`config.mk`:
```
export PLATFORM = sky130hd
export DESIGN_NAME = multicycle_adder_sub_flat
export DESIGN_NICKNAME = d
export VERILOG_FILES = /design/src/rtl/multicycle_adder_sub_if.sv /design/src/rtl/multicycle_adder_sub.sv /design/src/flat_wrapper.sv
export SDC_FILE = /design/constraint.sdc
export NUM_CORES = 1
export LEC_CHECK = 0
export ABC_AREA = 0
export CAP_MARGIN = 10
export CELL_PAD_IN_SITES_DETAIL_PLACEMENT = 0
export CELL_PAD_IN_SITES_GLOBAL_PLACEMENT = 1
export CORE_UTILIZATION = 39
export CTS_CLUSTER_DIAMETER = 60
export DETAILED_ROUTE_END_ITERATION = 6
export GPL_TIMING_DRIVEN = 1
export PLACE_DENSITY_LB_ADDON = 0.05
export SKIP_CTS_REPAIR_TIMING = 1
export SLEW_MARGIN = 20
export SYNTH_ARGS = -nofsm -noshare
export SYNTH_HDL_FRONTEND = slang
export SYNTH_SLANG_ARGS = --single-unit
```
`constraint.sdc`:
```
create_clock -name clk -period 2.5 [get_ports clk]
set_input_delay 0.375 -clock clk [delete_from_list [all_inputs] [get_ports clk]]
set_output_delay 0.375 -clock clk [all_outputs]
set_load 0.02 [all_outputs]
```
`src/rtl/multicycle_adder_sub_if.sv`:
```
// Operand/result handshake bundle for the multi-cycle adder/subtractor.
// The slave side is the arithmetic block, the master side is the operand source and result consumer.
interface multicycle_adder_sub_if #(parameter int WIDTH = 16);
  logic             in_valid;
  logic             in_ready;
  logic [WIDTH-1:0] op_a;
  logic [WIDTH-1:0] op_b;
  logic [1:0]       mode;
  logic             out_valid;
  logic             out_ready;
  logic [WIDTH-1:0] sum;
  logic             carry_out;
  logic             overflow;
  logic             busy;

  modport slave (
    input  in_valid, op_a, op_b, mode, out_ready,
    output in_ready, out_valid, sum, carry_out, overflow, busy
  );

  modport master (
    output in_valid, op_a, op_b, mode, out_ready,
    input  in_ready, out_valid, sum, carry_out, overflow, busy
  );
endinterface

```
`src/rtl/multicycle_adder_sub.sv`:
```
// Digit-serial adder/subtractor with accumulator: one DIGIT-wide slice per clock,
// valid/ready on both sides, carry-out and signed overflow reported with the result.
module multicycle_adder_sub #(
  parameter int WIDTH = 16,
  parameter int DIGIT = 4
) (
  input  logic                  clk,
  input  logic                  rst_n,
  multicycle_adder_sub_if.slave bus
);
  localparam int NSLICE = WIDTH / DIGIT;
  localparam int CW     = (NSLICE > 1) ? $clog2(NSLICE) : 1;

  localparam logic [1:0] M_SUB = 2'b01;
  localparam logic [1:0] M_ACC = 2'b10;
  localparam logic [1:0] M_CLR = 2'b11;

  typedef enum logic [1:0] {IDLE, CALC, DONE} state_t;

  state_t           state;
  logic [WIDTH-1:0] a_q, b_q, acc, sum_q;
  logic             carry_q, is_acc;
  logic [CW-1:0]    cnt;
  logic             in_ready_q, out_valid_q, busy_q, cout_q, ovf_q;

  logic [DIGIT-1:0] a_sl, b_sl;
  logic [DIGIT:0]   sl_sum;
  logic [WIDTH-1:0] sum_nxt;
  logic             msb_cin, last;

  always_comb begin
    a_sl    = a_q[cnt*DIGIT +: DIGIT];
    b_sl    = b_q[cnt*DIGIT +: DIGIT];
    sl_sum  = {1'b0, a_sl} + {1'b0, b_sl} + carry_q;
    sum_nxt = sum_q;
    sum_nxt[cnt*DIGIT +: DIGIT] = sl_sum[DIGIT-1:0];
    // carry into the MSB recovered from the MSB's own sum bit, independent of DIGIT
    msb_cin = a_q[WIDTH-1] ^ b_q[WIDTH-1] ^ sum_nxt[WIDTH-1];
    last    = (cnt == CW'(NSLICE - 1));
  end

  always_ff @(posedge clk or negedge rst_n) begin
    if (!rst_n) begin
      state       <= IDLE;
      a_q         <= '0;
      b_q         <= '0;
      acc         <= '0;
      sum_q       <= '0;
      carry_q     <= 1'b0;
      is_acc      <= 1'b0;
      cnt         <= '0;
      in_ready_q  <= 1'b0;
      out_valid_q <= 1'b0;
      busy_q      <= 1'b0;
      cout_q      <= 1'b0;
      ovf_q       <= 1'b0;
    end else begin
      case (state)
        IDLE: begin
          in_ready_q <= 1'b1;
          if (bus.in_valid && in_ready_q) begin
            if (bus.mode == M_CLR) begin
              acc <= '0;
            end else begin
              a_q        <= bus.op_a;
              b_q        <= (bus.mode == M_SUB) ? ~bus.op_b :
                            (bus.mode == M_ACC) ? acc : bus.op_b;
              carry_q    <= (bus.mode == M_SUB);
              is_acc     <= (bus.mode == M_ACC);
              cnt        <= '0;
              state      <= CALC;
              in_ready_q <= 1'b0;
              busy_q     <= 1'b1;
            end
          end
        end
        CALC: begin
          sum_q   <= sum_nxt;
          carry_q <= sl_sum[DIGIT];
          if (last) begin
            cout_q      <= sl_sum[DIGIT];
            ovf_q       <= msb_cin ^ sl_sum[DIGIT];
            out_valid_q <= 1'b1;
            state       <= DONE;
            if (is_acc) acc <= sum_nxt;
          end else begin
            cnt <= cnt + 1'b1;
          end
        end
        DONE: begin
          if (bus.out_ready) begin
            out_valid_q <= 1'b0;
            busy_q      <= 1'b0;
            in_ready_q  <= 1'b1;
            state       <= IDLE;
          end
        end
        default: state <= IDLE;
      endcase
    end
  end

  assign bus.in_ready  = in_ready_q;
  assign bus.out_valid = out_valid_q;
  assign bus.sum       = sum_q;
  assign bus.carry_out = cout_q;
  assign bus.overflow  = ovf_q;
  assign bus.busy      = busy_q;
endmodule
```
`src/flat_wrapper.sv`:
```
// flat-port wrapper written by rule: the top's interface ports become plain ports
module multicycle_adder_sub_flat 
#(
  parameter int WIDTH = 16,
  parameter int DIGIT = 4
)
  (clk, rst_n, bus_in_valid, bus_op_a, bus_op_b, bus_mode, bus_out_ready, bus_in_ready, bus_out_valid, bus_sum, bus_carry_out, bus_overflow, bus_busy);
  multicycle_adder_sub_if #(.WIDTH(WIDTH)) bus_i ();
  input  logic clk;
  input  logic rst_n;
  input wire logic [$bits(bus_i.in_valid)-1:0] bus_in_valid;
  input wire logic [$bits(bus_i.op_a)-1:0] bus_op_a;
  input wire logic [$bits(bus_i.op_b)-1:0] bus_op_b;
  input wire logic [$bits(bus_i.mode)-1:0] bus_mode;
  input wire logic [$bits(bus_i.out_ready)-1:0] bus_out_ready;
  output wire logic [$bits(bus_i.in_ready)-1:0] bus_in_ready;
  output wire logic [$bits(bus_i.out_valid)-1:0] bus_out_valid;
  output wire logic [$bits(bus_i.sum)-1:0] bus_sum;
  output wire logic [$bits(bus_i.carry_out)-1:0] bus_carry_out;
  output wire logic [$bits(bus_i.overflow)-1:0] bus_overflow;
  output wire logic [$bits(bus_i.busy)-1:0] bus_busy;
  assign bus_i.in_valid = bus_in_valid;
  assign bus_i.op_a = bus_op_a;
  assign bus_i.op_b = bus_op_b;
  assign bus_i.mode = bus_mode;
  assign bus_i.out_ready = bus_out_ready;
  assign bus_in_ready = bus_i.in_ready;
  assign bus_out_valid = bus_i.out_valid;
  assign bus_sum = bus_i.sum;
  assign bus_carry_out = bus_i.carry_out;
  assign bus_overflow = bus_i.overflow;
  assign bus_busy = bus_i.busy;
  multicycle_adder_sub #(.WIDTH(WIDTH), .DIGIT(DIGIT)) u_core (.clk(clk), .rst_n(rst_n), .bus(bus_i));
endmodule
```
# Word level (Yosys, flattened, before mapping)
# Index checks and enable logic that the tools add are counted.
[op_classes] bitwise=5 n_mul=0 shift=4 add_sub_neg=4 div_mod_pow=0 n_reduce_logical=14 n_lt_le_gt_ge=0 n_eq_ne=13 mux=30
[ops] op="two-way mux 16 bit" count=6
[ops] op="negator 4 -> 34 bit" count=1
[ops] op="variable shift 4 x 34 -> 16 bit, first input constant" count=1
[ops] op="variable part select 4 x 34 -> 16 bit" count=1
[ops] op="case mux 16 bit (2 select lines)" count=1
[ops] op="variable part select 16 x 5 -> 4 bit" count=2
[ops] op="bitwise mux 16 bit" count=1
[ops] op="inverter 16 bit" count=1
[ops] op="two-way mux 2 bit" count=7
[ops] op="AND reduction 4 bit" count=3
[ops] op="two-way mux 1 bit" count=9
[ops] op="AND reduction 3 bit" count=3
[ops] op="equality test 2 bit, second input constant" count=4
[ops] op="!= test 2 x 1 -> 1 bit, second input constant" count=4
[ops] op="case mux 1 bit (2 select lines)" count=4
[ops] op="!= test 2 bit, second input constant" count=3
[ops] op="case mux 2 bit (3 select lines)" count=1
[ops] op="nonzero test 2 bit" count=3
[ops] op="adder 4 x 4 -> 5 bit" count=1
[ops] op="adder 5 x 1 -> 5 bit" count=1
[ops] op="AND reduction 5 bit" count=1
[ops] op="equality test 2 x 1 -> 1 bit, second input constant" count=2
[ops] op="case mux 2 bit (2 select lines)" count=1
[ops] op="AND reduction 2 bit" count=2
[ops] op="5 further kinds" count=7
[totals] rom_bits=0 latch_bits=0 output_inout_bits=21 register_bits=75 ram_bits=0 mem_count=0

# Logic depth before layout (Yosys ltp)
# Gate-level depths: netlist of the first run.
[logic_depth] depth_word=8 depth_mapped=10

# Worst setup path before layout of the first run
# No wires, ideal clock.
[synth_path] path_type="register to register" start="register u_core.cnt[0]" end="register u_core.ovf_q (netlist: u_core.bus.overflow)" path_stages_with_launch=11 period_less_slack_ns=2.623 setup_slack_ns=-0.123 t_required_ns=2.371 path_buffers=1 arrival_ns=2.494 setup_ns=0.129 cell_sequence="dfrtp_1 > buf_2 > mux4_2 > fa_1 > inv_1 > fa_1 > nand2b_1 > o2bb2ai_1 > xnor2_1 > xnor2_1 > o21ai_0"
[synth_between] elab_chain_len=7 word_cells_on_any_way=12 classes_between="add/sub: 3; eq/ne: 1; shift: 4; mux: 1; bitwise: 2; reduce/logical: 1"
[synth_rtl] item="from (decl)" line="multicycle_adder_sub.sv:23" source="logic [CW-1:0] cnt;"
[synth_rtl] item="from (signal assigned)" line="multicycle_adder_sub.sv:87" source="cnt <= cnt + 1'b1;"
[synth_rtl] item="variable part select 16 x 5 -> 4 bit (on tied branches)" line="multicycle_adder_sub.sv:32, multicycle_adder_sub.sv:33"
[synth_rtl] item="adder 4 x 4 -> 5 bit" line="multicycle_adder_sub.sv:34" source="sl_sum = {1'b0, a_sl} + {1'b0, b_sl} + carry_q;"
[synth_rtl] item="adder 5 x 1 -> 5 bit" line="multicycle_adder_sub.sv:34"
[synth_rtl] item="variable part select 4 x 34 -> 16 bit" line="multicycle_adder_sub.sv:36" source="sum_nxt[cnt*DIGIT +: DIGIT] = sl_sum[DIGIT-1:0];"
[synth_rtl] item="bitwise mux 16 bit" line="multicycle_adder_sub.sv:36"
[synth_rtl] item="bitwise XOR 1 bit" line="multicycle_adder_sub.sv:38" source="msb_cin = a_q[WIDTH-1] ^ b_q[WIDTH-1] ^ sum_nxt[WIDTH-1];"
[synth_rtl] item="bitwise XOR 1 bit" line="multicycle_adder_sub.sv:82" source="ovf_q <= msb_cin ^ sl_sum[DIGIT];"
[synth_rtl] item="to (signal assigned)" line="multicycle_adder_sub.sv:82"
[synth_rtl] item="to (decl)" line="multicycle_adder_sub.sv:24" source="logic in_ready_q, out_valid_q, busy_q, cout_q, ovf_q;"
# Several ways; a longest one is shown, not always the timed one.
# A chain may end at the register's enable or synchronous reset.

# Worst setup path after layout of the first run
# Ends and elaborated chain as after synthesis.

==> results, run 1 <==
- The flow ran to the end, and the final reports show no timing, DRC or antenna violations.
- Across every metal layer, demand over resource in global routing totals 20.0%.
- The number of H-tree levels is 3.
- The number of nets in the synthesized netlist is 391.
- The global placer's final weighted congestion is 0.778.
- The synthesized design devotes to its leading area cell type 49.0% of total area.
- Measured along the x axis, the die boundary spans 101 um.
- The max-slew violation count was 0.
- Clock tree synthesis found a total of 75 sinks.
- The count of port buffers added during placement is 58.
- Of all nets on the critical path, the largest fanout is 3.
- The proportion of total power due to net switching is 40.4%.
- The sum of negative setup slack is 0 ns.
- The pin count of the biggest net entering global routing is 76.
- The area of all placed cells without fillers is 4920 um2.
- The fmax is 0.402 GHz.
- The first-iteration detailed-routing DRC count is 106.
- The commonest cells after synthesis are 75 x sky130_fd_sc_hd__dfrtp_1, 32 x sky130_fd_sc_hd__nand2_1, 25 x sky130_fd_sc_hd__mux2_2.
- The most used flip-flop cell after synthesis is sky130_fd_sc_hd__dfrtp_1.
- STA classifies the critical path endpoint as a register.
- The switching power of the nets is 0.00269 W.
- The post-detailed-route count of antenna-violating nets is 0.
- By area the synthesized netlist is led by sky130_fd_sc_hd__dfrtp_1 49%, sky130_fd_sc_hd__mux2_2 7.3%, sky130_fd_sc_hd__mux4_2 4.7%.
- The root buffer cell chosen for the clock tree is sky130_fd_sc_hd__clkbuf_8.
- The number of antenna diodes in the final layout is 0.
- The clock tree from TritonCTS is yes.
- Across all register-to-register paths, the minimum setup slack is 0.02 ns.
- The fraction of layout cells with a size suffix above 1 is 22.0%.
- The post-synthesis to final-layout area growth is 28.3%.
- For the final database, setup skew stands at 0.00991 ns.
- The count of final hold-check violations is 0.
- The via count of the first global-routing pass was 2,842.
- The first global-routing pass estimated 15.1 mm of wire.
- Yosys mapped a number of flops with a built-in enable equal to 0.
- In this run, distinct cell masters in the synthesized netlist total 44.
- Dividing the detail-routed via count by the number of cells gives 5.33.
- The max-capacitance violation count is 0.
- The critical path startpoint category is a register.
- The startpoint-to-endpoint class of the critical path is register to register.
- After clock tree synthesis, the clock-pin slew on the worst setup and hold paths is 0.08 ns.
- The final critical path takes up 99.4% of the cycle.
- The number of antenna violations at the first check in global routing is 0.
- In the final design database the tool counted 457 nets.
- Setup repair after global routing could not meet its margin everywhere.
- The initial utilization of the core area, before any placement, comes to 40.9%.
- The total internal power is 0.00398 W.
- The required arrival time at the worst endpoint is 2.73 ns.
- The area of the die is 10,200 um2.
- In this run the static leakage power is 2.18 nW.
- The dominant cell by count in the synthesized netlist is sky130_fd_sc_hd__dfrtp_1.
- The fraction of synthesis flops using an asynchronous set or reset pin is 100%.
- The share of power burned in the clock network is 12.1%.
- In this run the cell area measured after placement is 4590 um2.
- Before antenna repair, the detailed router went through 4 iterations.
- In this run the count of I/O pins placed on the die edge is 59.
- The synthesized area divided by synthesized cell count is 11.2 um2.
- The clock period minus final worst setup slack is 2.48 ns.
- The routed wire length is 9.52 mm.
- The path class of the tightest hold or removal check is input pin to async pin.
- The area inside the core boundary is 9370 um2.
- The worst voltage drop across the vdd grid is 556 uV.
- The post-synthesis instance area is 3830 um2.
- The clock latency reported for the late side of the worst-skew pair is 0.35 ns.
- The number of vias after detailed routing is 2,890.
- The headroom to the max-slew limit is 35.9%.
- The areal power density over the cells is 1360 nW/um2.
- After technology mapping, the gate count stands at 342.
- The combinational power share is 56.5%.
- The share of the yosys chip area belonging to registers is 49.0%.
- After filler insertion, the fill cell instance count of the layout stands at 876.
- The arrival time of data at the critical path endpoint is 2.71 ns.
- Setup violations remaining at the end of the flow were counted as 0.
- The wire length per cell is 17.6 um.
- The pin slew with the least headroom to its limit is 0.962 ns.
- The count of state elements after synthesis is 75.
- The total overflow left after global routing is 0.
- The share of total power dissipated in sequential elements is 31.4%.
- After legalization and detailed placement, the total HPWL measured 6.75 mm.
- The maximum root-to-sink buffer count is 2.
- sky130_fd_sc_hd__dfrtp_1 takes more of the synthesized area than any other cell.
- The number of clock buffers added by TritonCTS is 9.
- The Yosys step of the flow raised 0 warnings.
- In the routed design, unresolved DRC markers number 0.
- In this run the core area contains 35 standard-cell rows.
- In this run the vertical extent of the chip is 101 um.
==> logic make-up after synthesis <==
logic type	share of synthesized area, %
xor gates and xnor gates	0.914
adders and majority gates	3.98
and+or+nand+nor	8.65
buffers and inverters	5.00
AOI/OAI and AO/OA	15.5
DFF	49.0
muxes	17.0
==> sequential cells by signal (all words and copies together) (netlist names) <==
register	count
u_core.carry_q	1
u_core.bus.in_ready	1
u_core.cnt	2
u_core.b_q	16
u_core.a_q	16
u_core.bus.out_valid	1
u_core.bus.busy	1
u_core.bus.overflow	1
u_core.bus.carry_out	1
u_core.state	2
u_core.acc	16
u_core.bus.sum	16
u_core.is_acc	1
==> layout by cell type, fill, tap and decap left out, types with 9 or more instances in the layout <==
cell type | Yosys | routed
sky130_fd_sc_hd__nand2_1 | 32 | 32
sky130_fd_sc_hd__a22o_1 | 12 | 12
sky130_fd_sc_hd__a21oi_1 | 16 | 14
sky130_fd_sc_hd__clkdlybuf4s50_1 | 0 | 57
sky130_fd_sc_hd__buf_4 | 1 | 14
sky130_fd_sc_hd__inv_1 | 19 | 18
sky130_fd_sc_hd__o22ai_1 | 20 | 17
sky130_fd_sc_hd__clkbuf_8 | 0 | 9
sky130_fd_sc_hd__nor2_1 | 11 | 11
sky130_fd_sc_hd__dfrtp_1 | 75 | 75
sky130_fd_sc_hd__mux2_2 | 25 | 25
sky130_fd_sc_hd__o21ai_0 | 24 | 20
sky130_fd_sc_hd__mux2i_1 | 16 | 16
==> per-stage QoR <==
step	total power, W	hold slack [ns]	setup slack (ns)	std cells	util [%]
2_1_floorplan	0.00419	0.0794	0.00907	342	-
3_3_place_gp	0.00529	0.461	0.00187	522	49.0
3_5_place_dp	0.00531	0.469	-0.0518	522	49.0
4_1_cts	0.00615	0.217	-0.0502	538	50.7
5_1_grt	0.00713	0.260	-0.0872	542	52.5
6_report	0.00667	0.169	0.0154	542	52.5
==> power by group through the flow <==
stage | Combinational, W | Clock (W) | Sequential (W)
detailed placement | 0.00319 | 0 | 0.00212
CTS | 0.00321 | 0.000835 | 0.00210
finish | 0.00377 | 0.000804 | 0.00209
floorplan | 0.00210 | 0 | 0.00208
global placement | 0.00316 | 0 | 0.00213
global route | 0.00409 | 0.000876 | 0.00216
==> metal layers <==
metal  vias up  global-route usage, %  routed length (um)
met5         -                      0                   0
met4         0                   7.36                 111
met3        11                   3.17                 451
met2        79                   30.6                4450
met1      1435                   28.6                4510
li1       1365                      -                   -
==> path summary, 6_finish.rpt <==
path,startpoint,to,cells past startpoint
setup / recovery,u_core.cnt[0]$_DFFE_PN0P_,u_core.bus.overflow$_DFFE_PN0P_,9
hold / removal,rst_n,u_core.bus.busy$_DFFE_PN0P_,1
setup reg to reg,u_core.cnt[0]$_DFFE_PN0P_,u_core.bus.overflow$_DFFE_PN0P_,9
hold reg to reg,u_core.bus.busy$_DFFE_PN0P_,u_core.bus.busy$_DFFE_PN0P_,2
max in group asynchronous,rst_n,u_core.a_q[2]$_DFFE_PN0P_,1
min in group clk,u_core.bus.busy$_DFFE_PN0P_,u_core.bus.busy$_DFFE_PN0P_,2
==> final cells by class <==
type                    instances  area [um2]  share of cell area, %
multi-input cells             226        1890                   38.5
clock buffers                  10         128                   2.59
repair buffers                 77         756                   15.4
flip-flops and latches         75        1880                   38.2
well taps                     129         161                   3.28
inverters                      19        71.3                   1.45
clock inverters                 6        32.5                  0.661
==> worst max-delay path, cell delays in order, from the launching register on <==
cell                      delay [ns]
sky130_fd_sc_hd__dfrtp_1        0.38
sky130_fd_sc_hd__buf_6          0.13
sky130_fd_sc_hd__buf_6          0.09
sky130_fd_sc_hd__mux4_2         0.52
sky130_fd_sc_hd__ha_4           0.31
sky130_fd_sc_hd__nand3_2        0.06
sky130_fd_sc_hd__and3b_2        0.24
sky130_fd_sc_hd__o32a_1         0.40
sky130_fd_sc_hd__xnor2_1        0.15
sky130_fd_sc_hd__o21ai_1        0.08
(Power assumes the default switching activity.)
==> inputs of run 2 (changes only) <==
--- a/config.mk
+++ b/config.mk
@@ -13,7 +13,7 @@
 export CTS_CLUSTER_DIAMETER = 60
 export DETAILED_ROUTE_END_ITERATION = 6
 export GPL_TIMING_DRIVEN = 1
-export PLACE_DENSITY_LB_ADDON = 0.05
+export PLACE_DENSITY = 0.76
 export SKIP_CTS_REPAIR_TIMING = 1
 export SLEW_MARGIN = 20
 export SYNTH_ARGS = -nofsm -noshare
==> run 2 against run 1 <==
Combinational power shrank 10%. Largest cell class is now flip-flops and latches. Die area is the same. Maximum frequency grew 0.57%.
==> results, run 2 (same netlist as run 1, synthesis figures left out) <==
- The pin count of the biggest net entering global routing came to 46 (-39%).
- The worst voltage drop across the vdd grid is 517 uV (-7.1%).
- The wire length of the first global-routing pass was 14.6 mm (-3.4%).
- The worst hold margin is 0.0869 ns (-0.0819 ns).
- The area inside the core boundary is 9370 um2 (unchanged).
- The pre-CTS setup slack is -0.0423 ns (+0.00956 ns).
- The number of filler instances in the final layout is 902 (+3.0%).
- The floorplan die width was 101 um (unchanged).
- The headroom to the max-slew limit is 50.8% (+15 points).
- The area of the die is 10,200 um2 (unchanged).
- The post-synthesis to final-layout area growth is 27.5%.
- The switching power of the nets is 0.00248 W (-8.0%).
- The clock latency reported for the late side of the worst-skew pair is 0.34 ns (about the same).
- The global-route usage over all layers is 19.0% (-1.0 points).
- The max-capacitance violation count is 0 (unchanged).
- The startpoint-to-endpoint class of the critical path is register to register.
- The combinational power share was 52.8% (-3.7 points).
- The pin slew with the least headroom to its limit is 0.738 ns (-0.223 ns).
- The required arrival time at the worst endpoint is 2.72 ns (about the same).
- The global-route congestion overflow total is 0 (unchanged).
- The number of vias after detailed routing is 2,862 (-0.97%).
- The library cell used as clock root buffer is sky130_fd_sc_hd__clkbuf_8.
- Leaving out fill and tap cells, the most frequent cell in the layout is sky130_fd_sc_hd__dfrtp_1.
- The proportion of total power due to net switching is 38.6% (-1.8 points).
- The slack of the critical path came to 0.0295 ns (+0.0141 ns).
- The clock period minus final worst setup slack was 2.47 ns (-0.0141 ns).
- The fmax is 0.405 GHz (+0.57%).
- The maximum net fanout on the critical path came to 4 (+1).
- The run finished with clean final reports.
- The number of iterations in the first detailed-routing pass is 4 (unchanged).
- The routed wire length came to 9.10 mm (-4.4%).
- The detailed-route vias per instance is 5.30 (-0.60%).
- The total buffers and inverters traversed by the critical path was 2 (unchanged).
- The count of pins on the block boundary is 59 (unchanged).
- The max-slew violation count is 0 (unchanged).
- Setup repair after global routing could not meet its margin everywhere.
- The via count of the first global-routing pass came to 2,884 (+1.5%).
- The cell row count is 35 (unchanged).
- The total internal power is 0.00395 W (-0.76%).
- The sum of negative setup slack is 0 ns (unchanged).
- The remaining routing DRC violations is 0 (unchanged).
- The post-detailed-route count of antenna-violating nets is 0 (unchanged).
- The critical path startpoint category is a register.
- STA classifies the critical path endpoint as a register.
- The total cell area at the placement stage is 4610 um2 (+0.38%).
- The power after layout is 0.00642 W (-3.7%).
- The worst stage delay on the critical path is 0.53 ns (about the same).
- The initial core utilization is 40.9% (unchanged).
- The area of all placed cells without fillers is 4890 um2 (-0.64%).
- The count of port buffers added during placement is 58 (unchanged).
- The number of H-tree levels is 3 (unchanged).
- The vertical extent of the die is 101 um (unchanged).
- The clock-pin slew on the worst setup and hold paths came to 0.08 ns (about the same).
- The depth of the most critical reg-to-reg path is 9 (unchanged).
- The CTS buffer count came to 9 (unchanged).
- The slowest cell on the critical path is sky130_fd_sc_hd__mux4_2.
- The first-iteration detailed-routing DRC count is 77 (-27%).
- The leakage power figure is 2.18 nW (about the same).
- The maximum root-to-sink buffer count was 2 (unchanged).
- The global placer's final weighted congestion is 0.790 (+1.6%).
- The areal power density over the cells is 1310 nW/um2 (-3.1%).
- The number of cells on the critical path is 9 (unchanged).
- In the layout the commonest cells are 75 x sky130_fd_sc_hd__dfrtp_1, 57 x sky130_fd_sc_hd__clkdlybuf4s50_1, 32 x sky130_fd_sc_hd__nand2_1, 25 x sky130_fd_sc_hd__mux2_2, 21 x sky130_fd_sc_hd__o21ai_0.
- The number of nets at the end of the flow is 456 (-0.22%).
- Walking the worst path, the cells encountered are buf_6 > buf_12 > mux4_2 > ha_4 > nand3_1 > and3b_2 > o32a_1 > xnor2_1 > o21ai_1.
- The arrival time of data at the critical path endpoint was 2.69 ns (-0.02 ns).
- The fraction of power consumed by sequential logic is 32.8% (+1.4 points).
- The final period utilization was 98.8% (-0.57 points).
- The count of final hold-check violations came to 0 (unchanged).
- In this run the worst hold path is classified as input pin to async pin.
- The number of antenna violations at the first check in global routing is 0 (unchanged).
- The share of power burned in the clock network was 14.4% (+2.3 points).
- The number of endpoints failing setup at the final stage is 0 (unchanged).
- Broken down by cell family, the worst path's largest delay share belongs to multiplexers.
- The fraction of layout cells with a size suffix above 1 is 19.5% (-2.6 points).
- The clock sink count is 75 (unchanged).
- TritonCTS built the clock tree.
- The maximum clock skew at final layout is 0.00834 ns (-0.00158 ns).
- The post-detailed-placement half-perimeter wirelength is 6.79 mm (+0.62%).
- The diode insertion count for antenna repair is 0 (unchanged).
- The wire length per cell was 16.9 um (-4.0%).
run 2: changes by cell type in the layout (fill, tap and decap cells not counted), sizes merged:
cell / previous run / this run
buf: 20 / 19
clkinv: 5 / 1
clkbuf: 10 / 13
bufinv: 0 / 1
clkinvlp: 1 / 0
run 2: power by group through the flow:
| stage | logic, W | registers (W) | clock network, W |
|---|---|---|---|
| floorplan | 0.00210 | 0.00208 | 0 |
| global placement | 0.00308 | 0.00213 | 0 |
| detailed placement | 0.00312 | 0.00213 | 0 |
| CTS | 0.00314 | 0.00211 | 0.000947 |
| global route | 0.00369 | 0.00217 | 0.000996 |
| finish | 0.00339 | 0.00211 | 0.000924 |
run 2: stage by stage:
stage / utilization (%) / instances
final: 52.1 / 540
after global routing: 52.1 / 540
after CTS: 51.2 / 538
after detailed placement: 49.1 / 523
after global placement: 49.1 / 523
after floorplan: - / 342
run 2: final timing paths:
| kind | start | to | slack, ns |
|---|---|---|---|
| worst min-delay path | rst_n | u_core.bus.busy$_DFFE_PN0P_ | 0.09 |
| min in group clk | u_core.bus.busy$_DFFE_PN0P_ | u_core.bus.busy$_DFFE_PN0P_ | 0.48 |
| worst min register to register | u_core.bus.busy$_DFFE_PN0P_ | u_core.bus.busy$_DFFE_PN0P_ | 0.48 |
| worst max register to register | u_core.cnt[0]$_DFFE_PN0P_ | u_core.bus.overflow$_DFFE_PN0P_ | 0.03 |
| max in group asynchronous | rst_n | u_core.b_q[9]$_DFFE_PN0P_ | 1.71 |
| worst max-delay path | u_core.cnt[0]$_DFFE_PN0P_ | u_core.bus.overflow$_DFFE_PN0P_ | 0.03 |
run 2: per-layer routing:
| layer | wire length (um) | share of wire [%] | track usage [%] |
|---|---|---|---|
| met5 | 0 | 0 | 0 |
| met1 | 4270 | 47 | 25.6 |
| met2 | 4350 | 48 | 30.4 |
| met4 | 119 | 1.3 | 7.02 |
| met3 | 361 | 4.0 | 3.86 |
run 2: area by class of cell:
class	instances	area, um2	share of cell area (%)
Clock buffer	13	159	3.25
Tap cell	129	161	3.30
Sequential cell	75	1880	38.4
Multi-Input combinational cell	226	1830	37.4
Clock inverter	2	35.0	0.717
Timing Repair Buffer	76	756	15.5
Inverter	19	71.3	1.46
==> inputs of run 3 (changes only) <==
==> constraint.sdc (replaced) <==
create_clock -name clk -period 2.1 [get_ports clk]
set_input_delay 0.315 -clock clk [delete_from_list [all_inputs] [get_ports clk]]
set_output_delay 0.315 -clock clk [all_outputs]
set_load 0.02 [all_outputs]
==> run 3 against run 2 <==
The flow now finishes with violations (negative setup slack). Critical path type unchanged. Critical path depth stayed put. Hold slack better by 0.27 ns. Cell area is 8.4% higher. Cell count is 6.9% higher. Routed wire length is 8.0% higher. Combinational power is 52% higher. Register-to-register slack worse by 0.39 ns. Non-clock buffer count is 36 higher. Clock power is 36% higher. Sequential power is 16% higher.
==> results, run 3 (same netlist as run 1, synthesis figures left out) <==
- The run finished, with violations left.
- The checks that failed: negative setup slack.
- The clock tree from TritonCTS is yes.
- The remaining routing DRC violations came to 0 (unchanged).
- The floorplan die width came to 101 um (unchanged).
- The global-route usage over all layers is 20.4% (+1.4 points).
- The share of power burned in the clock network is 14.2% (-0.2 points).
- The clock latency reported for the late side of the worst-skew pair is 0.35 ns (about the same).
- The wire length per cell was 17.0 um (+1.1%).
- The wire length of the first global-routing pass was 15.6 mm (+7.0%).
- The global placer's final weighted congestion is 0.889 (+13%).
- The power after layout came to 0.00887 W (+38%).
- The depth of the most critical reg-to-reg path is 9 (unchanged).
- The number of nets at the end of the flow was 492 (+7.9%).
- The max-slew violation count is 0 (unchanged).
- The diode insertion count for antenna repair is 0 (unchanged).
- The number of vias after detailed routing is 3,013 (+5.3%).
- The combinational power share came to 58.2% (+5.4 points).
- The critical path capture point type is a register.
- The leakage power figure is 2.39 nW (+10%).
- The most frequent standard cell in the layout excluding fill and tap cells is sky130_fd_sc_hd__dfrtp_1.
- The first-iteration detailed-routing DRC count is 114 (+48%).
- The fraction of power consumed by sequential logic is 27.6% (-5.2 points).
- In this run the worst hold path is classified as input pin to async pin.
- Among the stages of the critical path, the cell type that occurs most often is sky130_fd_sc_hd__fa_2.
- The pin count of the biggest net entering global routing is 42 (-8.7%).
- The sum of negative setup slack is -8.07 ns (-8.07 ns).
- The proportion of total power due to net switching was 38.4% (-0.13 points).
- The fraction of layout cells with a size suffix above 1 came to 30.6% (+11 points).
- The number of antenna violations at the first check in global routing came to 0 (unchanged).
- The post-detailed-placement half-perimeter wirelength is 7.27 mm (+7.1%).
- From synthesis to final layout, the design area changed by 38.3%.
- The worst voltage drop across the vdd grid is 831 uV (+61%).
- The number of cells on the critical path is 9 (unchanged).
- The number of iterations in the first detailed-routing pass came to 4 (unchanged).
- The maximum clock skew at final layout is 0.00520 ns (-0.00314 ns).
- The clock period minus final worst setup slack is 2.46 ns (-0.0106 ns).
- The required arrival time at the worst endpoint was 2.33 ns (-0.39 ns).
- The maximum net fanout on the critical path came to 5 (+1).
- The critical path in this run is classified as register to register.
- The post-detailed-route count of antenna-violating nets was 0 (unchanged).
- The initial core utilization was 40.9% (unchanged).
- The fmax came to 0.407 GHz (+0.43%).
- The number of endpoints failing setup at the final stage is 34 (+34).
- The final period utilization came to 117% (+18 points).
- The via count of the first global-routing pass is 2,998 (+4.0%).
- The vertical extent of the die is 101 um (unchanged).
- The switching power of the nets is 0.00341 W (+38%).
- The number of H-tree levels was 3 (unchanged).
- In this run the critical register-to-register path is launched from u_core.cnt[0]$_DFFE_PN0P_.
- Setup repair after global routing could not meet its margin everywhere.
- The areal power density over the cells was 1670 nW/um2 (+27%).
- The detailed-route vias per instance is 5.22 (-1.5%).
- STA classifies the critical path startpoint as a register.
- The top cell family by delay on the critical path is multiplexers.
- The library cells used most frequently in the layout, excluding fill and tap cells, are 74 x sky130_fd_sc_hd__dfrtp_1, 57 x sky130_fd_sc_hd__clkdlybuf4s50_1, 48 x sky130_fd_sc_hd__buf_4, 29 x sky130_fd_sc_hd__nand2_1, 24 x sky130_fd_sc_hd__mux2_2.
- The critical path starts at u_core.cnt[0]$_DFFE_PN0P_.
- The headroom to the max-slew limit came to 55.3% (+4.5 points).
- The max-capacitance violation count is 0 (unchanged).
- The cell row count is 35 (unchanged).
- The area of the die is 10,200 um2 (unchanged).
- The worst stage delay on the critical path is 0.52 ns (about the same).
- The worst hold margin was 0.362 ns (+0.275 ns).
- The pre-CTS setup slack was -0.424 ns (-0.382 ns).
- The CTS buffer count is 9 (unchanged).
- The count of port buffers added during placement is 58 (unchanged).
- The area inside the core boundary was 9370 um2 (unchanged).
- The area of all placed cells without fillers is 5300 um2 (+8.4%).
- The clock-pin slew on the worst setup and hold paths is 0.08 ns (about the same).
- The cell sitting at the root of the clock tree is a sky130_fd_sc_hd__clkbuf_8.
- The count of final hold-check violations was 0 (unchanged).
- The clock sink count is 75 (unchanged).
- The count of pins on the block boundary is 59 (unchanged).
- The global-route congestion overflow total was 0 (unchanged).
- The total buffers and inverters traversed by the critical path was 2 (unchanged).
- The total cell area at the placement stage came to 4960 um2 (+7.7%).
- The arrival time of data at the critical path endpoint is 2.69 ns (about the same).
- The signal on the critical path passes through buf_6 > mux4_2 > fa_2 > inv_2 > fa_2 > xnor2_4 > a21oi_2 > nor2_2 > mux2_4.
- The pin slew with the least headroom to its limit is 0.671 ns (-0.0677 ns).
- The slack of the critical path is -0.360 ns (-0.389 ns).
- The routed wire length is 9.83 mm (+8.0%).
- The total internal power is 0.00546 W (+38%).
- The maximum root-to-sink buffer count is 2 (unchanged).
- The slowest stage of the critical path belongs to the cell sky130_fd_sc_hd__mux4_2.
==> run 3: changes by cell type in the layout (fill, tap and decap cells not counted), moves of 3 or more <==
cell and delta:
sky130_fd_sc_hd__nand2_2 +3, sky130_fd_sc_hd__o21ai_1 +11, sky130_fd_sc_hd__a21oi_2 +8, sky130_fd_sc_hd__o32ai_1 -3, sky130_fd_sc_hd__nand2_1 -3, sky130_fd_sc_hd__o32ai_2 +3, sky130_fd_sc_hd__a21oi_1 -8, sky130_fd_sc_hd__buf_4 +35
sky130_fd_sc_hd__o21ai_0 -12
==> run 3: worst reg2reg max path, stage by stage, from the launching register on <==
cell and delay, ns:
sky130_fd_sc_hd__dfrtp_1 0.37, sky130_fd_sc_hd__buf_6 0.14, sky130_fd_sc_hd__mux4_2 0.52, sky130_fd_sc_hd__fa_2 0.38, sky130_fd_sc_hd__inv_2 0.07, sky130_fd_sc_hd__fa_2 0.25
sky130_fd_sc_hd__xnor2_4 0.12, sky130_fd_sc_hd__a21oi_2 0.15, sky130_fd_sc_hd__nor2_2 0.05, sky130_fd_sc_hd__mux2_4 0.29
==> run 3: cell type report <==
type	count	area (um2)
repair buffers	112	1030
multi-input cells	226	1930
inverters	19	71.3
fillers	839	4070
clock buffers	11	151
well taps	129	161
clock inverters	5	75.1
flip-flops and latches	75	1880
==> run 3: final timing paths <==
path	endpoint	slack (ns)
max	u_core.acc[14]$_DFFE_PN0P_	-0.36
min	u_core.a_q[0]$_DFFE_PN0P_	0.36
max reg2reg	u_core.acc[14]$_DFFE_PN0P_	-0.36
min reg2reg	u_core.acc[1]$_DFFE_PN0P_	0.48
max in group asynchronous	u_core.cnt[1]$_DFFE_PN0P_	1.11
min in group clk	u_core.acc[1]$_DFFE_PN0P_	0.48
==> run 3: routing by layer <==
| metal | part of all wire (%) | track usage (%) | vias up |
|---|---|---|---|
| met5 | 0 | 0 | - |
| met1 | 47 | 28.8 | 1486 |
| met2 | 47 | 32.1 | 77 |
| met3 | 4.8 | 3.31 | 10 |
| met4 | 0.91 | 6.47 | 0 |
| li1 | - | - | 1440 |
==> run 3: stage by stage <==
| stage | instances | util, % |
|---|---|---|
| after floorplan | 342 | - |
| after global placement | 560 | 52.9 |
| after detailed placement | 560 | 52.9 |
| after CTS | 576 | 55.3 |
| after global routing | 577 | 56.6 |
| final | 577 | 56.6 |
==> run 3: power by group through the flow <==
stage	Combinational, W	Sequential [W]	Clock (W)
2_1_floorplan	0.00277	0.00248	0
3_3_place_gp	0.00455	0.00247	0
3_5_place_dp	0.00464	0.00247	0
4_1_cts	0.00469	0.00245	0.00129
5_1_grt	0.00557	0.00252	0.00135
6_report	0.00516	0.00245	0.00126
